==> config.mk <==
export PLATFORM = sky130hd
export DESIGN_NAME = udma_hyper_reg_if_multi
export DESIGN_NICKNAME = d
export VERILOG_FILES = /design/src/rtl/udma_hyper_reg_if_multi.sv
export SDC_FILE = /design/constraint.sdc
export NUM_CORES = 1
export LEC_CHECK = 0
export CORE_MARGIN = 5
export CORE_UTILIZATION = 50
export DETAILED_ROUTE_END_ITERATION = 8
export PLACE_DENSITY_LB_ADDON = 0.1
export SYNTH_ARGS = -nofsm -noshare
export SYNTH_HDL_FRONTEND = slang
export SYNTH_SLANG_ARGS = --single-unit
==> constraint.sdc <==
create_clock -name clk_i -period 7.1 [get_ports clk_i]
set_clock_uncertainty 0.05 [all_clocks]
set_input_delay 1.42 -clock clk_i [delete_from_list [all_inputs] [get_ports clk_i]]
set_output_delay 1.42 -clock clk_i [all_outputs]
set_load 0.01 [all_outputs]
==> src/rtl/udma_hyper_reg_if_multi.sv <==
// udma_hyper_reg_if_multi: per-channel hyperbus register banks feeding a shared descriptor FIFO
//   clk_i/rst_i       : clock, synchronous active-high reset
//   cfg_*             : register bus, upper CW address bits select the channel, low 5 bits the word offset
//   busy_i            : hyper controller activity, reported in STATUS
//   trans_*           : head descriptor of the FIFO with valid/ready handshake
//   HYPER_REG_IF_TWD_EN : when defined, adds the per-channel 2D registers and carries them in descriptors
module udma_hyper_reg_if_multi #(
  parameter int NB_CH = 2,
  parameter int L2_AWIDTH_NOAL = 12,
  parameter int TRANS_SIZE = 16,
  parameter int QUEUE_DEPTH = 4,
  localparam int CW = (NB_CH > 1) ? $clog2(NB_CH) : 1
) (
  input  logic                      clk_i,
  input  logic                      rst_i,
  input  logic [31:0]               cfg_data_i,
  input  logic [4+CW:0]             cfg_addr_i,
  input  logic                      cfg_valid_i,
  input  logic                      cfg_reg_rwn_i,
  output logic [31:0]               cfg_data_o,
  output logic                      cfg_ready_o,
  input  logic                      busy_i,
  output logic                      trans_valid_o,
  input  logic                      trans_ready_i,
  output logic [CW-1:0]             trans_ch_o,
  output logic                      trans_rx_o,
  output logic [L2_AWIDTH_NOAL-1:0] trans_l2_addr_o,
  output logic [TRANS_SIZE-1:0]     trans_size_o,
  output logic [31:0]               trans_hyper_addr_o,
  output logic                      trans_rw_o,
  output logic                      trans_addr_space_o,
  output logic                      trans_burst_type_o,
  output logic                      trans_twd_ext_act_o,
  output logic                      trans_twd_l2_act_o,
  output logic [TRANS_SIZE-1:0]     trans_twd_ext_count_o,
  output logic [TRANS_SIZE-1:0]     trans_twd_ext_stride_o,
  output logic [TRANS_SIZE-1:0]     trans_twd_l2_count_o,
  output logic [TRANS_SIZE-1:0]     trans_twd_l2_stride_o
);
  localparam int AW = $clog2(QUEUE_DEPTH);
  typedef struct packed {
    logic [CW-1:0]             ch;
    logic                      rx;
    logic [L2_AWIDTH_NOAL-1:0] l2;
    logic [TRANS_SIZE-1:0]     size;
    logic [31:0]               haddr;
    logic                      rw;
    logic                      addr_space;
    logic                      burst;
`ifdef HYPER_REG_IF_TWD_EN
    logic                      ext_act;
    logic [TRANS_SIZE-1:0]     ext_cnt;
    logic [TRANS_SIZE-1:0]     ext_str;
    logic                      l2_act;
    logic [TRANS_SIZE-1:0]     l2_cnt;
    logic [TRANS_SIZE-1:0]     l2_str;
`endif
  } desc_t;
  logic [L2_AWIDTH_NOAL-1:0] r_rx_saddr [NB_CH];
  logic [L2_AWIDTH_NOAL-1:0] r_tx_saddr [NB_CH];
  logic [TRANS_SIZE-1:0]     r_rx_size  [NB_CH];
  logic [TRANS_SIZE-1:0]     r_tx_size  [NB_CH];
  logic [31:0]               r_haddr    [NB_CH];
  logic [31:0]               r_hcfg     [NB_CH];
  logic [NB_CH-1:0]          r_rx_cont, r_tx_cont, r_rw, r_as, r_burst, r_ovf;
`ifdef HYPER_REG_IF_TWD_EN
  logic [NB_CH-1:0]          r_ext_act, r_l2_act;
  logic [TRANS_SIZE-1:0]     r_ext_cnt [NB_CH];
  logic [TRANS_SIZE-1:0]     r_ext_str [NB_CH];
  logic [TRANS_SIZE-1:0]     r_l2_cnt  [NB_CH];
  logic [TRANS_SIZE-1:0]     r_l2_str  [NB_CH];
`endif
  desc_t                     r_q [QUEUE_DEPTH];
  logic [AW-1:0]             r_rd, r_wr;
  logic [AW:0]               r_cnt;
  logic [CW-1:0]             w_ch;
  logic [4:0]                w_off;
  logic                      w_wr, w_rd, w_enq_req, w_full, w_deq, w_enq;
  logic [NB_CH-1:0]          w_pend_rx, w_pend_tx;
  logic [AW-1:0]             w_idx;
  desc_t                     w_new, w_head;
  assign w_ch      = cfg_addr_i[4+CW:5];
  assign w_off     = cfg_addr_i[4:0];
  assign w_wr      = cfg_valid_i & ~cfg_reg_rwn_i & (int'(w_ch) < NB_CH);
  assign w_rd      = cfg_valid_i &  cfg_reg_rwn_i & (int'(w_ch) < NB_CH);
  assign w_enq_req = w_wr & ((w_off == 5'd2) | (w_off == 5'd5)) & cfg_data_i[4];
  assign w_full    = r_cnt == (AW+1)'(QUEUE_DEPTH);
  assign w_deq     = (r_cnt != '0) & trans_ready_i;
  // a dequeue in the same cycle frees the slot the new entry lands in
  assign w_enq     = w_enq_req & (~w_full | w_deq);
  assign w_head    = r_q[r_rd];
  assign cfg_ready_o = 1'b1;
  // snapshot is taken from the register values before this cycle's write lands
  always_comb begin
    w_new            = '0;
    w_new.ch         = w_ch;
    w_new.rx         = w_off == 5'd2;
    w_new.l2         = w_new.rx ? r_rx_saddr[w_ch] : r_tx_saddr[w_ch];
    w_new.size       = w_new.rx ? r_rx_size[w_ch] : r_tx_size[w_ch];
    w_new.haddr      = r_haddr[w_ch];
    w_new.rw         = r_rw[w_ch];
    w_new.addr_space = r_as[w_ch];
    w_new.burst      = r_burst[w_ch];
`ifdef HYPER_REG_IF_TWD_EN
    w_new.ext_act    = r_ext_act[w_ch];
    w_new.ext_cnt    = r_ext_cnt[w_ch];
    w_new.ext_str    = r_ext_str[w_ch];
    w_new.l2_act     = r_l2_act[w_ch];
    w_new.l2_cnt     = r_l2_cnt[w_ch];
    w_new.l2_str     = r_l2_str[w_ch];
`endif
  end
  always_comb begin
    w_pend_rx = '0;
    w_pend_tx = '0;
    w_idx     = '0;
    for (int i = 0; i < QUEUE_DEPTH; i++) begin
      w_idx = r_rd + AW'(i);
      if (i < int'(r_cnt))
        for (int c = 0; c < NB_CH; c++)
          if (int'(r_q[w_idx].ch) == c) begin
            if (r_q[w_idx].rx) w_pend_rx[c] = 1'b1;
            else w_pend_tx[c] = 1'b1;
          end
    end
  end
  always_comb begin
    cfg_data_o = '0;
    if (w_rd)
      case (w_off)
        5'd0:  cfg_data_o = 32'(r_rx_saddr[w_ch]);
        5'd1:  cfg_data_o = 32'(r_rx_size[w_ch]);
        5'd2:  cfg_data_o = {26'b0, w_pend_rx[w_ch], 2'b0, 2'b10, r_rx_cont[w_ch]};
        5'd3:  cfg_data_o = 32'(r_tx_saddr[w_ch]);
        5'd4:  cfg_data_o = 32'(r_tx_size[w_ch]);
        5'd5:  cfg_data_o = {26'b0, w_pend_tx[w_ch], 2'b0, 2'b10, r_tx_cont[w_ch]};
        5'd6:  cfg_data_o = {29'b0, r_rw[w_ch], r_as[w_ch], r_burst[w_ch]};
        5'd7:  cfg_data_o = r_haddr[w_ch];
        5'd8:  cfg_data_o = r_hcfg[w_ch];
        5'd9:  cfg_data_o = {16'b0, 8'(r_cnt), 6'b0, r_ovf[w_ch], busy_i};
`ifdef HYPER_REG_IF_TWD_EN
        5'd10: cfg_data_o = {31'b0, r_ext_act[w_ch]};
        5'd11: cfg_data_o = 32'(r_ext_cnt[w_ch]);
        5'd12: cfg_data_o = 32'(r_ext_str[w_ch]);
        5'd13: cfg_data_o = {31'b0, r_l2_act[w_ch]};
        5'd14: cfg_data_o = 32'(r_l2_cnt[w_ch]);
        5'd15: cfg_data_o = 32'(r_l2_str[w_ch]);
`endif
        default: cfg_data_o = '0;
      endcase
  end
  always_ff @(posedge clk_i) begin
    if (rst_i) begin
      for (int c = 0; c < NB_CH; c++) begin
        r_rx_saddr[c] <= '0;
        r_tx_saddr[c] <= '0;
        r_rx_size[c]  <= '0;
        r_tx_size[c]  <= '0;
        r_haddr[c]    <= '0;
        r_hcfg[c]     <= '0;
`ifdef HYPER_REG_IF_TWD_EN
        r_ext_cnt[c]  <= '0;
        r_ext_str[c]  <= '0;
        r_l2_cnt[c]   <= '0;
        r_l2_str[c]   <= '0;
`endif
      end
      r_rx_cont <= '0;
      r_tx_cont <= '0;
      r_rw      <= '1;
      r_as      <= '0;
      r_burst   <= '1;
      r_ovf     <= '0;
`ifdef HYPER_REG_IF_TWD_EN
      r_ext_act <= '0;
      r_l2_act  <= '0;
`endif
    end else begin
      if (w_wr)
        case (w_off)
          5'd0:  r_rx_saddr[w_ch] <= cfg_data_i[L2_AWIDTH_NOAL-1:0];
          5'd1:  r_rx_size[w_ch]  <= cfg_data_i[TRANS_SIZE-1:0];
          5'd2:  r_rx_cont[w_ch]  <= cfg_data_i[0];
          5'd3:  r_tx_saddr[w_ch] <= cfg_data_i[L2_AWIDTH_NOAL-1:0];
          5'd4:  r_tx_size[w_ch]  <= cfg_data_i[TRANS_SIZE-1:0];
          5'd5:  r_tx_cont[w_ch]  <= cfg_data_i[0];
          5'd6:  {r_rw[w_ch], r_as[w_ch], r_burst[w_ch]} <= cfg_data_i[2:0];
          5'd7:  r_haddr[w_ch]    <= cfg_data_i;
          5'd8:  r_hcfg[w_ch]     <= cfg_data_i;
          5'd9:  if (cfg_data_i[1]) r_ovf[w_ch] <= 1'b0;
`ifdef HYPER_REG_IF_TWD_EN
          5'd10: r_ext_act[w_ch]  <= cfg_data_i[0];
          5'd11: r_ext_cnt[w_ch]  <= cfg_data_i[TRANS_SIZE-1:0];
          5'd12: r_ext_str[w_ch]  <= cfg_data_i[TRANS_SIZE-1:0];
          5'd13: r_l2_act[w_ch]   <= cfg_data_i[0];
          5'd14: r_l2_cnt[w_ch]   <= cfg_data_i[TRANS_SIZE-1:0];
          5'd15: r_l2_str[w_ch]   <= cfg_data_i[TRANS_SIZE-1:0];
`endif
          default: ;
        endcase
      // placed after the clear so a same-cycle drop wins
      if (w_enq_req && !w_enq) r_ovf[w_ch] <= 1'b1;
    end
  end
  always_ff @(posedge clk_i) begin
    if (rst_i) begin
      r_rd  <= '0;
      r_wr  <= '0;
      r_cnt <= '0;
    end else begin
      if (w_enq) begin
        r_q[r_wr] <= w_new;
        r_wr      <= r_wr + 1'b1;
      end
      if (w_deq) r_rd <= r_rd + 1'b1;
      r_cnt <= r_cnt + (AW+1)'(w_enq) - (AW+1)'(w_deq);
    end
  end
  assign trans_valid_o      = r_cnt != '0;
  assign trans_ch_o         = w_head.ch;
  assign trans_rx_o         = w_head.rx;
  assign trans_l2_addr_o    = w_head.l2;
  assign trans_size_o       = w_head.size;
  assign trans_hyper_addr_o = w_head.haddr;
  assign trans_rw_o         = w_head.rw;
  assign trans_addr_space_o = w_head.addr_space;
  assign trans_burst_type_o = w_head.burst;
`ifdef HYPER_REG_IF_TWD_EN
  assign trans_twd_ext_act_o    = w_head.ext_act;
  assign trans_twd_l2_act_o     = w_head.l2_act;
  assign trans_twd_ext_count_o  = w_head.ext_cnt;
  assign trans_twd_ext_stride_o = w_head.ext_str;
  assign trans_twd_l2_count_o   = w_head.l2_cnt;
  assign trans_twd_l2_stride_o  = w_head.l2_str;
`else
  assign trans_twd_ext_act_o    = 1'b0;
  assign trans_twd_l2_act_o     = 1'b0;
  assign trans_twd_ext_count_o  = '0;
  assign trans_twd_ext_stride_o = '0;
  assign trans_twd_l2_count_o   = '0;
  assign trans_twd_l2_stride_o  = '0;
`endif
endmodule
After elaboration in Yosys (flattened, before gate mapping)
Memories as Yosys holds them, arrays and structs flattened. A register that Yosys moved wholly into a read port is not among the register bits. Cells that the tools add are included.

Register bits: 19. Memories kept: 7. Logic and storage cells: 184. Output and inout port bits: 165. Bits in writable memories: 500.

Memory list: r_q (words 4, width 65, rd ports 4, clocked after Yosys merged registers in 1, write ports 1, line 73) `desc_t r_q [QUEUE_DEPTH];`; r_haddr (words 2, width 32, rd ports 1, clocked after Yosys merged registers in 0, write ports 2, line 63) `logic [31:0] r_haddr [NB_CH];`; r_hcfg (words 2, width 32, rd ports 1, clocked after Yosys merged registers in 0, write ports 2, line 64) `logic [31:0] r_hcfg [NB_CH];`; r_rx_size (words 2, width 16, rd ports 1, clocked after Yosys merged registers in 0, write ports 2, line 61) `logic [TRANS_SIZE-1:0] r_rx_size [NB_CH];`; r_tx_size (words 2, width 16, rd ports 1, clocked after Yosys merged registers in 0, write ports 2, line 62) `logic [TRANS_SIZE-1:0] r_tx_size [NB_CH];`; r_rx_saddr (words 2, width 12, rd ports 1, clocked after Yosys merged registers in 0, write ports 2, line 59) `logic [L2_AWIDTH_NOAL-1:0] r_rx_saddr [NB_CH];`; +1 memories.

Bitwise gates (word level): 13. $add $sub $neg: 6. Equal/unequal tests: 10. Magnitude comparators: 6. Reductions and logical operators: 14. Multiplexer cells: 119.

Operator list (count): $pmux 32 s10 (1); $mux 32 (3); $mux 1 (88); $reduce_or 32->1 (2); $mux 16 (3); $mux 12 (3); $reduce_or 16->1 (2); $mux 2 (15); $reduce_or 12->1 (2); $eq 5x3->1 const B (4); $bwmux 2 (5); $eq 5x2->1 const B (2); $eq 5x4->1 const B (2); $and 1x1->1 (6); $lt 1x3->1 const A (2); $lt 2x3->1 const A (2); $reduce_and 2->1 (3); $eq 5x1->1 const B (1); $logic_not 5->1 (1); $add 2x1->2 const B (2); $add 2x2->2 const B (2); $add 3x1->3 (1); $eq 3x3->1 const B (1); $reduce_bool 3->1 (1); other kinds (11) (14).

Longest topological paths before layout
Gate-level depths: netlist of run 1.

Word-level depth: 16. Mapped depth: 12. Gate-level depth less buffers: 11.

Worst setup path before layout of run 1
OpenSTA, ideal clock, no wires.

Path kind: in2reg. From: in cfg_addr_i[2]. To: mem r_hcfg[1][0] (enable). Arrival time: 4.565 ns. Setup time: 0.466 ns. Path slack: 2.019 ns. Stages on the path: 6. Cells stage by stage: clkbuf_1 -> nor2_1 -> nand3_1 -> clkbuf_1 -> clkbuf_1 -> o21ai_0.

RTL lines: start, declared (line 17) `input logic [4+CW:0] cfg_addr_i,`; end, declared (line 64).

Worst setup path after layout of run 1
From: in cfg_addr_i[4]. To: out cfg_data_o[8].

Word-level cells in the longest chain between the ends: 3.

RTL lines: $eq 5x4->1, or another cell as far along (line 130) `case (w_off)`; $pmux 32 s10 (*) (line 130); $mux 32 (*) (line 129) `if (w_rd)`; end, declared (line 20) `output logic [31:0] cfg_data_o,`.

Mark *: on every way between the ends. The rest lies on a longest branch, timed or not.

==> reports/results.tsv, run 1 <==
metric	value	unit
yosys.area.top_type	edfxtp_1	
place_ws	1300	ps
worst_pin_slew	1050	ps
cts_buffers	53	
regToRegEndpoint	r_q[1][63]$_DFFE_PP_	
rrSetupSlack	4120	ps
cts_setup_buffers	0	
port_buffers	141	
place_congestion	0.829	
met1_usage	32.4	%
yosys-top-cells-area	edfxtp_1 (65%), mux4_2 (9.1%), and2_1 (5.9%)	
cp.required	5630	ps
vias_per_cell	5.77	
p_sw	1.75	mW
fp.dieW	224	µm
htree_num_levels	2	
cts_tree	yes	
cts_resized	0	
finalCritPeriodShare	83.3	%
synth.top_cell.area_share	65.3	%
path_cells	clkdlybuf4s50_1 > nor2_1 > nand3_1 > buf_4 > nor2_1 > a211oi_1 > a21oi_1 > clkdlybuf4s50_1	
hold_viol_final	0	
hold_buffers	0	
r2r_cells	4	
fp.coreArea	45400	µm²
critPathMaxStageDelay	690	ps
powerDensity	275	nW/µm²
clkLatencyLatePin	600	ps
critPathArrivalTime	4440	ps
combPwrFrac	15.1	%
vias	12800	
routed_wl	56.3	mm
period_needed	5910	ps
hold_class	reg -> reg	
ys_warn_count	0	
worst-path-max-fanout	15	
synth_ff_type	edfxtp_1	
layout.cells.non_filler	2221	
switching_share	24.0	%
clkPwrFrac	36.0	%
power.leakage	8.93	nW
synthDistinctLibCells	57	
synth_edf_count	500	
grt_use_met3	4.35	%
busiest_layer	met2	
rsz0062_at_grt	no	
setup_violations	0	
cts_max_path_buffers	3	
fp.dieArea	50300	µm²
io-pin-count	209	
cts-root-buf	clkbuf_16	
slowest_stage	nand3_1	
start_util	50.6	%
synthesis.area	23000	µm²
antenna_found_initial	2	
holdPathStages	2	
p_seq_share	48.9	%
cp_top_family	buffers and inverters	
hp-start	r_as[0]$_SDFFE_PP0P_	
setup-tns-final	0	ps
path_buf_inv	3	
ant_nets	0	
grt_pass1_wl	83.9	mm
row_count	78	
async_flop_share	0	%
relSlewSlack	29.5	%
power	7.31	mW
ys_ff_latch	521	
max_freq	0.169	GHz
criticalPathCategory	in -> out	
drive_gt1_share	15.2	%
cap_violations	0	
dpl.hpwl	36.3	mm
path_clk_slew	60	ps
syn2layout_area_growth	15.5	%
grt_usage	22.3	%
fin_nets	1633	
first_pass_iters	5	
reg2reg_from	r_cnt[0]$_SDFF_PP0_	
yosysMostFrequentCell	edfxtp_1	
grt_use_met2	34.8	%
end_kind	output port	
yosysSeqAreaShare	67.2	%
die_h	224	µm
synthCells	1443	
hold_end	r_as[0]$_SDFFE_PP0P_	
drc	0	
avgSynthCellArea	15.9	µm²
timing.final.ws_setup	1190	ps
numClockSinks	521	
intPower	5.55	mW
grt_pass1_vias	13100	
synth_commonest_cells	edfxtp_1 (500), and2_1 (217), mux2i_1 (99)	
worstSetupStartpointType	input port	
fill_cells	3487	
drt-wirelength-per-cell	25.4	µm
drtIter0Drc	1251	
grt_start_max_net_pins	77	
outcome	completed	
grt_overflow	0	
post-place-cells	2125	
max-vdd-ir-drop	0.202	mV
final-max-slew-violation-count	0	
[how the worst max path moves through the flow]
stage | startpoint | endpoint | depth (start not counted)
final | cfg_addr_i[4] | cfg_data_o[8] | 8
after global routing | cfg_addr_i[3] | cfg_data_o[8] | 8
after CTS | cfg_addr_i[4] | cfg_data_o[8] | 8
after detailed placement | cfg_addr_i[1] | cfg_data_o[11] | 8
after global placement | cfg_addr_i[3] | cfg_data_o[8] | 8
after floorplan | cfg_addr_i[2] | r_hcfg[1][0]$_SDFFCE_PN0P_ | 6
[layout make-up]
class / count / area (µm²) / area share, %
Tap cell: 600 / 751 / 2.83
Antenna cell: 2 / 5.00 / 0.0189
Sequential cell: 521 / 15400 / 58.2
Clock buffer: 72 / 1430 / 5.38
Multi-Input combinational cell: 809 / 6910 / 26.1
Timing Repair Buffer: 181 / 1750 / 6.61
Clock inverter: 22 / 186 / 0.703
Inverter: 14 / 52.6 / 0.198
[state kept, by name, indices dropped and copies added (netlist names), named ones only]
signal / flops
r_rx_cont: 2
r_rw: 2
r_burst: 2
r_rx_saddr: 24
r_rd: 2
r_ovf: 1
r_wr: 2
r_haddr: 64
r_tx_saddr: 24
r_q: 260
r_tx_cont: 2
r_as: 2
r_hcfg: 64
r_cnt: 3
r_tx_size: 32
r_rx_size: 32
[through the flow]
step	utilization [%]	hold slack, ps	instance area, µm²
final	58.5	411	26500
after detailed placement	54.9	399	24900
after floorplan	-	380	23200
after global routing	58.5	433	26500
after CTS	58.4	409	26500
after global placement	54.9	386	24900
[kinds of logic (layout without fill, tap and decap cells)]
kind of cell / after synthesis / after routing / synth area share, %
xor gates and xnor gates: 4 / 4 / 0.153
adders and majority gates: 9 / 9 / 0.523
other: 2 / 69 / 0.0327
muxes: 229 / 229 / 15.3
AOI/OAI and AO/OA: 106 / 106 / 3.05
and+or+nand+nor: 394 / 394 / 9.49
DFF: 521 / 521 / 67.2
buffers and inverters: 178 / 289 / 4.27
[routing by layer]
| layer | vias up | part of all wire, % |
|---|---|---|
| met5 | - | 0 |
| met1 | 6630 | 43 |
| li1 | 5631 | - |
| met3 | 103 | 6.8 |
| met2 | 445 | 47 |
| met4 | 0 | 2.7 |
[power by group through the flow]
stage,clock network (mW),logic (mW),registers [mW]
floorplan,0,0.743,3.56
global placement,0,1.11,3.64
detailed placement,0,1.11,3.64
CTS,2.68,1.12,3.58
global route,2.80,1.17,3.59
finish,2.63,1.10,3.57
[cells in the final DEF, fill, tap and decap left out, types with 5 or more instances in the layout]
cell and n:
nor3_1 31, nand3_1 13, inv_1 11, a211oi_1 8, nand2_1 14, and2_1 217
clkbuf_16 53, mux2_1 18, clkbuf_1 16, mux2i_1 99, mux2_2 18, conb_1 67
mux4_2 93, clkinv_1 8, nor2_1 84, edfxtp_1 500, a2111oi_0 5, clkinv_2 8
o211ai_1 5, o2bb2ai_1 10, a21oi_1 27, buf_4 37, o22ai_1 25, clkdlybuf4s50_1 140
dfxtp_1 19, o21ai_1 8, ha_1 8
[tightest hold or removal path, delay by kind of cell, from the launching register on]
family           cells  cell delay, ps
flip-flops           1             310
AO/OA/AOI/OAI        1              50
AND/OR/NAND/NOR      1              50
(Power assumes the default switching activity.)
==> run 2: changes to the inputs <==
clock period = 5.1 ns   (was 7.1 ns; I/O delays follow)
==> run 2 against run 1 <==
Compared with the run above:
- global-route usage is 0.11 points lower
- final area is 1.2% higher
- critical path type unchanged
- wire length is 0.29% lower
- utilization is 0.71 points higher
- largest power group unchanged
- hold slack worse by 1.3 ps
- register-to-register slack worse by 2000 ps
- largest cell class unchanged
- final cell count is 1.2% higher
- via count is 0.27% higher
- total power is 41% higher
- sequential share of layout area is 0.70 points lower
- critical path depth is 1 lower
==> reports/results.tsv, run 2 (same netlist as run 1, synthesis figures left out) <==
metric	value	unit
setup_violations	0	
largest_reg_flops	260	
worstSetupStartpointType	input port	
fp.dieArea	50300	µm²
power.leakage	9.10	nW
drive_gt1_share	16.9	%
worst-path-max-fanout	12	
cap_violations	0	
htree_num_levels	2	
cts_resized	0	
p_sw	2.46	mW
place_congestion	0.836	
final-max-slew-violation-count	0	
p_seq_share	48.0	%
drt-wirelength-per-cell	25.0	µm
finalCritPeriodShare	94.7	%
antenna_found_initial	0	
max_freq	0.207	GHz
drc	0	
io-pin-count	209	
hold_buffers	0	
cts_max_path_buffers	3	
grt_pass1_wl	83.2	mm
final_common_cell	edfxtp_1	
cts_tree	yes	
power	10.3	mW
cp_top_family	buffers and inverters	
die_h	224	µm
multi_input_area	6880	µm²
slowest_stage	and3_1	
syn2layout_area_growth	16.9	%
grt_start_max_net_pins	54	
period_needed	4830	ps
switching_share	23.9	%
rsz0062_at_grt	no	
timing.final.ws_setup	269	ps
powerDensity	384	nW/µm²
end_kind	output port	
max-vdd-ir-drop	0.246	mV
vias_per_cell	5.71	
top_regs	r_q x260, r_haddr x64, r_hcfg x64	
vias	12800	
most-common-layout-cells	edfxtp_1 (500), and2_1 (217), clkdlybuf4s50_1 (140)	
row_count	78	
dpl.hpwl	36.9	mm
setup-tns-final	0	ps
regArea	15400	µm²
cts_buffers	52	
routed_wl	56.2	mm
cp.required	4030	ps
top_register	r_q	
cts_setup_buffers	0	
start_util	50.6	%
ant_nets	0	
fp.coreArea	45400	µm²
place_ws	320	ps
fin_nets	1660	
clkLatencyLatePin	590	ps
drtIter0Drc	1196	
path_clk_slew	60	ps
grt_pass1_vias	12700	
fp.dieW	224	µm
hold_class	reg -> reg	
port_buffers	141	
grt_overflow	0	
worst_pin_slew	844	ps
relSlewSlack	43.7	%
path_buf_inv	2	
numClockSinks	521	
intPower	7.84	mW
cts-root-buf	clkbuf_16	
critPathMaxStageDelay	670	ps
cpMostUsedCell	clkdlybuf4s50_1	
clkPwrFrac	36.6	%
combPwrFrac	15.5	%
criticalPathCategory	in -> out	
grt_usage	22.2	%
fill_cells	3484	
path_cells	clkdlybuf4s50_1 > nor2b_1 > and3_1 > o2bb2ai_1 > a2111oi_0 > a21oi_1 > clkdlybuf4s50_1	
outcome	completed	
hold_viol_final	0	
first_pass_iters	7	
critPathArrivalTime	3760	ps
## run 2: path summary, 6_finish.rpt
check | start | to | slack (ps) | cells after the start
worst max-delay path | cfg_addr_i[1] | cfg_data_o[0] | 270 | 7
worst max register to register | r_cnt[2]$_SDFF_PP0_ | r_cnt[2]$_SDFF_PP0_ | 2150 | 11
worst min register to register | r_as[0]$_SDFFE_PP0P_ | r_as[0]$_SDFFE_PP0P_ | 410 | 2
worst min-delay path | r_as[0]$_SDFFE_PP0P_ | r_as[0]$_SDFFE_PP0P_ | 410 | 2
## run 2: per-layer routing
layer  up-vias  wire [µm]  track usage [%]
li1       5683          -                -
met1      6632      24700             33.0
met5         -          0                0
met2       451      26500             34.8
met4         0       1140             5.13
met3        77       3810             3.77
## run 2: cell type report
type | instances | area share (%)
flip-flops and latches | 521 | 57.5
inverters | 14 | 0.196
clock buffers | 65 | 5.22
clock inverters | 29 | 1.05
diodes | 1 | 0.00932
multi-input cells | 809 | 25.6
repair buffers | 209 | 7.59
well taps | 600 | 2.80
## run 2: power by group through the flow
stage | Combinational (mW) | Sequential (mW) | Clock (mW)
after global routing | 1.70 | 4.96 | 4.03
after detailed placement | 1.61 | 5.04 | 0
final | 1.59 | 4.95 | 3.77
after CTS | 1.62 | 4.95 | 3.85
after floorplan | 1.03 | 4.95 | 0
after global placement | 1.60 | 5.03 | 0
## run 2: per-stage QoR
step / instances / utilization (%) / hold slack [ps] / cell area (µm²)
CTS: 2247 / 59.2 / 408 / 26900
floorplan: 1508 / - / 380 / 23200
detailed placement: 2153 / 55.5 / 400 / 25200
global placement: 2153 / 55.5 / 387 / 25200
finish: 2248 / 59.2 / 409 / 26900
global route: 2247 / 59.2 / 440 / 26900
## run 2: tightest hold or removal path: stages (launching register included)
cell and delay (ps):
dfxtp_1 310, nand2_1 50, a21oi_1 50
==> run 3: changes to the inputs <==
ABC_AREA = 1   (was unset)
==> run 3 against run 2 <==
Compared with the run above:
- clock power fell by 6.9%
- wire length up 9.5%
- critical endpoint is now cfg_data_o[9]
- total power is 3.4% higher
- non-clock buffer count is 26 lower
- utilization down 1.3 points
- count of clock-buffer cells in the layout rose by 5
==> reports/results.tsv, run 3 <==
metric	value	unit
synth-compound-area-share	8.49	%
hold_viol_final	0	
vias_per_cell	5.50	
start_util	50.5	%
yosys.area_share.simple	16.3	%
fp.dieW	224	µm
grt_pass1_wl	90.9	mm
hold_class	reg -> reg	
ys_ff_latch	521	
synthesis.area	22900	µm²
row_count	78	
place_ws	518	ps
yosysMostFrequentCell	edfxtp_1	
syn2layout_area_growth	14.5	%
n_antenna_cell	0	
path_buf_inv	2	
timing.final.ws_setup	457	ps
setup_violations	0	
top_regs	r_q x260, r_haddr x64, r_hcfg x64	
async_flop_share	0	%
drc	0	
synthCells	2091	
fin_util	57.9	%
hold_buffers	0	
grt_usage	23.9	%
fp.coreArea	45300	µm²
cts_buffers	52	
cts_resized	0	
rsz0062_at_grt	no	
yosys.area.top_type	edfxtp_1	
cts_max_path_buffers	3	
ys_warn_count	0	
period_needed	4640	ps
power.leakage	9.75	nW
vias	15600	
synth_fa_ha_area_share	0.525	%
yosysSeqAreaShare	67.4	%
ant_nets	0	
synth_edf_count	500	
grt_pass1_vias	14800	
port_buffers	141	
max-vdd-ir-drop	0.265	mV
htree_num_levels	2	
synth_commonest_cells	edfxtp_1 (500), nor2_1 (422), nand2_1 (419)	
grt_overflow	0	
synth.top_cell.area_share	65.6	%
cap_violations	0	
worst-path-max-fanout	12	
largest_reg_flops	260	
slowest_stage	clkdlybuf4s50_1	
worst_pin_slew	1200	ps
cpMostUsedCell	clkdlybuf4s50_1	
cts_tree	yes	
final-max-slew-violation-count	0	
outcome	completed	
synthDistinctLibCells	46	
fp.dieArea	50100	µm²
worstSetupStartpointType	input port	
synth_mux_area_share	1.01	%
io-pin-count	209	
most-common-layout-cells	edfxtp_1 (500), nand2_1 (419), nor2_1 (418)	
drt-wirelength-per-cell	21.7	µm
path_clk_slew	60	ps
criticalPathCategory	in -> out	
cp.required	4030	ps
synth_ff_type	edfxtp_1	
powerDensity	407	nW/µm²
yosys-top-cells-area	edfxtp_1 (66%), nor2_1 (6.9%), nand2_1 (6.9%)	
fill_cells	3796	
hold_ws	399	ps
final_common_cell	edfxtp_1	
drive_gt1_share	7.45	%
max_freq	0.215	GHz
numClockSinks	521	
routed_wl	61.5	mm
fin_nets	2253	
path_cells	clkdlybuf4s50_1 > nor2_4 > nand2_4 > nor2_2 > a221oi_1 > a31oi_1 > clkdlybuf4s50_1	
end_kind	output port	
synth_top_family_by_area	simple AND/OR/NAND/NOR gates	
first_pass_iters	6	
cts-root-buf	clkbuf_16	
avgSynthCellArea	10.9	µm²
cp_top_family	buffers and inverters	
clkLatencyLatePin	590	ps
critPathArrivalTime	3570	ps
synth-xor-area-share	0.0383	%
cts_setup_buffers	0	
top_register	r_q	
die_h	224	µm
critPathMaxStageDelay	620	ps
drtIter0Drc	1558	
relSlewSlack	18.9	%
finalCritPeriodShare	91.0	%
dpl.hpwl	39.3	mm
place_congestion	0.857	
grt_start_max_net_pins	119	
antenna_found_initial	1	
[run 3: cell types whose count changed after synthesis, sizes merged, moves of 29 or more]
cell / before / now
nand2: 14 / 426
mux2i: 99 / 22
and2: 217 / 0
nand3: 14 / 43
mux2: 36 / 1
inv: 14 / 85
a21oi: 27 / 69
o22ai: 25 / 65
mux4: 94 / 0
o21ai: 14 / 165
nor2: 88 / 435
[run 3: power breakdown]
part           leakage (nW)  switching [mW]  internal, mW
clock                 0.755            1.55          1.96
sequential             4.80           0.118          4.83
combinational          4.20            1.36         0.842
total                  9.75            3.03          7.62
[run 3: layout make-up]
cell class                      count  area, µm²  area share, %
Clock buffer                       70       1390           5.31
Sequential cell                   521      15400           58.9
Clock inverter                     25        148          0.563
Inverter                           85        322           1.23
Timing Repair Buffer              183       1840           7.01
Multi-Input combinational cell   1357       6310           24.1
Tap cell                          600        751           2.87
[run 3: logic make-up (layout without fill, tap and decap cells)]
group / Yosys count / count (layout)
mux: 23 / 23
compound gates: 347 / 347
flops: 521 / 521
buf+inv: 278 / 363
xor+xnor: 1 / 1
other cells: 2 / 67
simple gates: 910 / 910
fa+ha+maj: 9 / 9
[run 3: metal layers]
metal / share of wire (%) / global-route usage, % / routed length [µm] / vias up
met3: 7.3 / 4.02 / 4470 / 108
li1: - / - / - / 7269
met2: 47 / 38.0 / 28900 / 538
met5: 0 / 0 / 0 / -
met4: 2.7 / 7.61 / 1680 / 0
met1: 43 / 34.2 / 26400 / 7719
[run 3: per-stage QoR]
stage / power (mW) / std cells / TNS [ps] / area, µm²
5_1_grt: 11.1 / 2841 / 0 / 26200
4_1_cts: 10.8 / 2841 / 0 / 26200
6_report: 10.7 / 2841 / 0 / 26200
2_1_floorplan: 6.22 / 2156 / -1380 / 23100
3_5_place_dp: 7.26 / 2746 / 0 / 24700
3_3_place_gp: 7.24 / 2746 / 0 / 24700
[run 3: path summary, 6_finish.rpt]
check,start,to,slack [ps],cells past startpoint
worst max-delay path,cfg_addr_i[2],cfg_data_o[9],460,7
worst min-delay path,r_tx_cont[1]$_SDFFE_PP0P_,r_tx_cont[1]$_SDFFE_PP0P_,400,2
worst max register to register,r_cnt[2]$_SDFF_PP0_,r_cnt[2]$_SDFF_PP0_,2420,12
worst min register to register,r_tx_cont[1]$_SDFFE_PP0P_,r_tx_cont[1]$_SDFFE_PP0P_,400,2
[run 3: worst register-to-register path: stages (launching register included)]
cell and delay [ps]:
dfxtp_1 520, inv_1 160, nand2_1 140, nand2_1 220, nand3_1 210, nand2_2 110
ha_1 300, inv_1 60, ha_1 120, inv_1 50, fa_1 400, xnor2_1 160
nor2_1 50
